<file path="src/rtl/core_wb_arbiter.sv">
// Writeback arbiter: merges fast (ALU/load) and slow (mul/div) results into one registered
// regfile write per cycle and tracks pending slow destinations. WB_FORWARD_EN adds operand forwarding.
`ifndef DATA_WIDTH
`define DATA_WIDTH 32
`endif

module core_wb_arbiter #(
    parameter int DATA_WIDTH = `DATA_WIDTH,
    parameter int SLOW_DEPTH = 2
) (
    input  logic                  clk,
    input  logic                  rst_n,
    input  logic                  fast_valid_i,
    input  logic [4:0]            fast_rd_i,
    input  logic [DATA_WIDTH-1:0] fast_data_i,
    input  logic                  slow_valid_i,
    output logic                  slow_ready_o,
    input  logic [4:0]            slow_rd_i,
    input  logic [DATA_WIDTH-1:0] slow_data_i,
    input  logic                  issue_slow_i,
    input  logic [4:0]            issue_rd_i,
    input  logic [4:0]            rs1_addr_i,
    input  logic [4:0]            rs2_addr_i,
    output logic                  rs1_busy_o,
    output logic                  rs2_busy_o,
`ifdef WB_FORWARD_EN
    input  logic [DATA_WIDTH-1:0] rs1_data_i,
    input  logic [DATA_WIDTH-1:0] rs2_data_i,
    output logic [DATA_WIDTH-1:0] rs1_data_o,
    output logic [DATA_WIDTH-1:0] rs2_data_o,
`endif
    output logic                  regfile_we_o,
    output logic [4:0]            regfile_waddr_o,
    output logic [DATA_WIDTH-1:0] regfile_data_o
);

    localparam int PW = $clog2(SLOW_DEPTH);
    localparam int CW = PW + 1;

    typedef struct packed {
        logic [4:0]            rd;
        logic [DATA_WIDTH-1:0] data;
    } wb_entry_t;

    wb_entry_t             fifo_q [SLOW_DEPTH];
    logic [PW-1:0]         wptr_q, wptr_d;
    logic [PW-1:0]         rptr_q, rptr_d;
    logic [CW-1:0]         cnt_q, cnt_d;
    logic [31:0]           pend_q, pend_d;
    logic                  we_q, we_d;
    logic [4:0]            waddr_q, waddr_d;
    logic [DATA_WIDTH-1:0] data_q, data_d;

    logic      empty, full, push, pop, sel_vld;
    wb_entry_t head, sel;

    assign empty        = (cnt_q == '0);
    assign full         = (cnt_q == CW'(SLOW_DEPTH));
    assign slow_ready_o = !full;
    assign push         = slow_valid_i && !full;
    // Fast results are always accepted, so the queue only drains on fast-idle cycles.
    assign pop          = !fast_valid_i && !empty;
    assign head         = fifo_q[rptr_q];

    always_comb begin
        wptr_d = wptr_q;
        rptr_d = rptr_q;
        cnt_d  = cnt_q;
        if (push) wptr_d = wptr_q + PW'(1);
        if (pop)  rptr_d = rptr_q + PW'(1);
        case ({push, pop})
            2'b10:   cnt_d = cnt_q + CW'(1);
            2'b01:   cnt_d = cnt_q - CW'(1);
            default: cnt_d = cnt_q;
        endcase
    end

    always_comb begin
        sel_vld = 1'b0;
        sel     = '0;
        if (fast_valid_i) begin
            sel_vld = 1'b1;
            sel.rd   = fast_rd_i;
            sel.data = fast_data_i;
        end else if (!empty) begin
            sel_vld = 1'b1;
            sel     = head;
        end
        we_d    = sel_vld && (sel.rd != 5'd0);
        waddr_d = sel_vld ? sel.rd   : waddr_q;
        data_d  = sel_vld ? sel.data : data_q;
    end

    // Clear for the popped rd first so a same-cycle issue to that rd keeps it pending.
    always_comb begin
        pend_d = pend_q;
        if (pop) pend_d[head.rd] = 1'b0;
        if (issue_slow_i && (issue_rd_i != 5'd0)) pend_d[issue_rd_i] = 1'b1;
        pend_d[0] = 1'b0;
    end

    always_ff @(posedge clk or negedge rst_n) begin
        if (!rst_n) begin
            wptr_q  <= '0;
            rptr_q  <= '0;
            cnt_q   <= '0;
            pend_q  <= '0;
            we_q    <= 1'b0;
            waddr_q <= '0;
            data_q  <= '0;
        end else begin
            wptr_q  <= wptr_d;
            rptr_q  <= rptr_d;
            cnt_q   <= cnt_d;
            pend_q  <= pend_d;
            we_q    <= we_d;
            waddr_q <= waddr_d;
            data_q  <= data_d;
        end
    end

    // Storage needs no reset: pointers and count define what is valid.
    always_ff @(posedge clk) begin
        if (push) begin
            fifo_q[wptr_q].rd   <= slow_rd_i;
            fifo_q[wptr_q].data <= slow_data_i;
        end
    end

    assign regfile_we_o    = we_q;
    assign regfile_waddr_o = waddr_q;
    assign regfile_data_o  = data_q;

    logic rs1_hit, rs2_hit;
    assign rs1_hit = we_q && (waddr_q == rs1_addr_i) && (rs1_addr_i != 5'd0);
    assign rs2_hit = we_q && (waddr_q == rs2_addr_i) && (rs2_addr_i != 5'd0);

`ifdef WB_FORWARD_EN
    assign rs1_data_o = rs1_hit ? data_q : rs1_data_i;
    assign rs2_data_o = rs2_hit ? data_q : rs2_data_i;
    assign rs1_busy_o = (rs1_addr_i != 5'd0) && pend_q[rs1_addr_i];
    assign rs2_busy_o = (rs2_addr_i != 5'd0) && pend_q[rs2_addr_i];
`else
    // Without forwarding, the value being written this cycle is not yet readable.
    assign rs1_busy_o = (rs1_addr_i != 5'd0) && (pend_q[rs1_addr_i] || rs1_hit);
    assign rs2_busy_o = (rs2_addr_i != 5'd0) && (pend_q[rs2_addr_i] || rs2_hit);
`endif

endmodule

</file>
<file path="config.mk">
export PLATFORM = sky130hd
export DESIGN_NAME = core_wb_arbiter
export DESIGN_NICKNAME = d
export VERILOG_FILES = /design/src/rtl/core_wb_arbiter.sv
export SDC_FILE = /design/constraint.sdc
export NUM_CORES = 1
export LEC_CHECK = 0
export CORE_MARGIN = 5
export CORE_UTILIZATION = 56
export CTS_CLUSTER_DIAMETER = 50
export DETAILED_ROUTE_END_ITERATION = 10
export DONT_BUFFER_PORTS = 1
export PLACE_DENSITY = 0.68
export SYNTH_ARGS = -nofsm -noshare
export SYNTH_HDL_FRONTEND = slang
export SYNTH_SLANG_ARGS = --single-unit
</file>
<file path="constraint.sdc">
create_clock -name clk -period 3.9 [get_ports clk]
set_clock_uncertainty 0.05 [all_clocks]
set_input_delay 0.39 -clock clk [delete_from_list [all_inputs] [get_ports clk]]
set_output_delay 0.39 -clock clk [all_outputs]
set_load 0.005 [all_outputs]
</file>
==> flow_metrics.py <==
metrics = {
    "synthesis": {
        "netlist_area_mm2": 0.006501,
        "synth_top_area_share_pct": 34.18,
        "yosysTopAreaCell": "edfxtp_1",
        "synthArstFlopShare_pct": 49.66,
        "synth_area_leaders": "edfxtp_1, dfrtp_1, o21ai_0",
        "synth_cell_type_count": 37,
        "synthCells": 546,
        "synth_flop_cell": "edfxtp_1",
        "yosys_warnings": 0,
        "syn-mean-instance-area_um2": 11.91,
        "synth.net_count": 641,
        "ys_ff_latch": 147,
        "yosysMostFrequentCell": "o21ai_0",
        "ys_seq_area_share_pct": 62.28,
        "synthTopCellsByCount": "o21ai_0, edfxtp_1, dfrtp_1",
        "synth_edf_count": 74,
    },
    "sta": {
        "period_share_pct": 61.69,
        "min_period_ns": 2.406,
        "setup_viol": 0,
        "holdWs_ns": 0.02001,
        "slew_headroom_pct": 27.48,
        "grt_setup_unrepaired": "false",
        "finalHoldViolations": 0,
        "drv_slew": 0,
        "tightest_slew_ns": 1.085,
        "clock.fmax_mhz": 415.6,
        "setup_tns_ns": 0,
    },
    "pwr": {
        "powerDensity_mw_per_mm2": 758.6,
        "power.leakage_nw": 2.769,
        "ir_worst_vdd_mv": 0.4490,
    },
    "worst_setup_path": {
        "critical_path_class": "reg2reg",
        "end_kind": "flip-flop",
        "startpoint_type": "flip-flop",
        "critPathArrivalTime_ns": 2.64,
        "path_max_fanout": 23,
        "worstPathRequired_ns": 4.13,
    },
    "clock_tree": {
        "post_cts_resized": 0,
        "cts_root_buf": "clkbuf_16",
        "cts_buffer_depth": 2,
        "clkSlewWorstSetupHoldPaths_ns": 0.06,
        "cts_made_buffers": 17,
        "cts_htree_levels": 4,
        "post_cts_buffers": 0,
        "clock_latency_ns": 0.41,
        "clock-sinks": 147,
        "cts_tree": "built",
    },
    "global_routing": {
        "overflow": 0,
        "grt_pass1_vias": 4474,
        "grt_max_degree": 79,
        "antenna_found_initial": 0,
        "grt_pass1_wl_um": 23400,
        "grt_usage_pct": 21.22,
    },
    "floorplanning": {
        "die_height_um": 117.7,
        "io_pins": 135,
        "die-area_mm2": 0.01386,
        "fp-row-count": 39,
        "die_w_um": 117.7,
        "core_mm2": 0.01142,
        "start_util_pct": 56.94,
    },
    "final_layout": {
        "antenna_cells": 0,
        "regArea_mm2": 0.004050,
        "multi_input_area_mm2": 0.002331,
        "area_delta_synth_final_pct": 11.62,
        "fin_nets": 643,
        "drive_gt1_share_pct": 10.34,
        "nFillCells": 919,
    },
    "place": {
        "dp_hpwl_um": 9811,
        "port_buffers": 0,
        "gp_congestion": 0.8472,
    },
    "routing": {
        "drt-pass1-iter-count": 5,
        "drt-total-wl_um": 14590,
        "num_vias": 4360,
        "antenna_left": 0,
        "drt_iter0_markers": 218,
        "via_per_inst": 6.193,
        "drc": 0,
        "wl_per_cell_um": 20.72,
    },
    "hold_path": {
        "hold_path.class": "in2reg",
    },
    "outcome": {
        "status": "finished clean",
    },
    "run": {
        "max_cap_violations": 0,
    },
}
==> state kept, by name (all words and copies together), names as in the netlist <==
signal,count
pend_q,31
regfile_data_o,32
regfile_we_o,1
fifo_q,74
wptr_q,1
cnt_q,2
regfile_waddr_o,5
rptr_q,1
==> through the flow <==
step	cell area (um2)	utilization, %	power, mW	std cells	setup WS, ns
final	7257	63.55	5.505	704	1.494
after floorplan	6501	-	3.583	546	1.183
after CTS	7197	63.03	5.526	698	1.505
after detailed placement	6590	57.71	3.966	664	1.482
after global routing	7257	63.55	5.840	704	1.328
after global placement	6590	57.71	3.903	664	1.614
==> area by class of cell <==
cell class,count,share of cell area [%]
multi-input cells,368,32.12
repair buffers,10,1.552
clock buffers,18,5.914
well taps,143,2.466
flip-flops and latches,147,55.81
inverters,4,0.2069
clock inverters,14,1.931
==> critical path, cell delays in order, from the launching register on <==
cell	delay (ns)
dfrtp_2	0.67
buf_4	0.47
mux2i_2	0.43
nor2b_1	0.22
nand2_1	0.13
o21ai_1	0.19
o21ai_0	0.11
==> worst paths after layout <==
| check | from | endpoint | slack (ns) | depth (start not counted) |
|---|---|---|---|---|
| max in group asynchronous | rst_n | rptr_q$_DFFE_PN0N_ | 2.95 | 2 |
| setup / recovery | rptr_q$_DFFE_PN0N_ | pend_q[6]$_DFF_PN0_ | 1.49 | 6 |
| hold reg to reg | pend_q[18]$_DFF_PN0_ | pend_q[18]$_DFF_PN0_ | 0.48 | 2 |
| min in group asynchronous | rst_n | regfile_data_o[16]$_DFFE_PN0P_ | 0.56 | 2 |
| hold / removal | slow_data_i[7] | fifo_q[0][7]$_DFFE_PP_ | 0.02 | 0 |
| setup reg to reg | rptr_q$_DFFE_PN0N_ | pend_q[6]$_DFF_PN0_ | 1.49 | 6 |
==> where the power goes <==
part           leakage [nW]  internal, mW  switching (mW)
logic                 0.933         0.610           0.834
clock network         0.271         0.935           0.605
registers              1.57          2.16           0.361
==> kinds of logic after synthesis <==
logic type | synth area share [%]
AOI/OAI and AO/OA | 13.05
xor gates and xnor gates | 2.021
adders and majority gates | 0.1924
buffers and inverters | 2.117
DFF | 62.28
muxes | 11.10
and+or+nand+nor | 9.238
==> layer usage <==
layer	track usage [%]	vias up	wire, um
met1	26.07	2170	5976
li1	-	2001	-
met3	8.025	30	1178
met5	0	-	0
met2	34.02	159	7116
met4	8.387	0	317
==> what timing repair did <==
item | 4_1_cts | 5_1_grt
hold buffers | 2 | 6
setup endpoints to repair | 0 | 0
hold endpoints to repair | 73 | 8
==> placed cells by master, fill, tap and decap left out, types with 9 or more instances in the layout <==
cell,instances
nor2b_1,9
nand2_1,53
nor2_1,38
o21ai_0,80
clkbuf_16,17
dfrtp_1,72
o21ai_1,29
edfxtp_1,74
xor2_1,10
mux2i_1,39
a21oi_1,36
mux2_2,9
(Power assumes the default switching activity.)
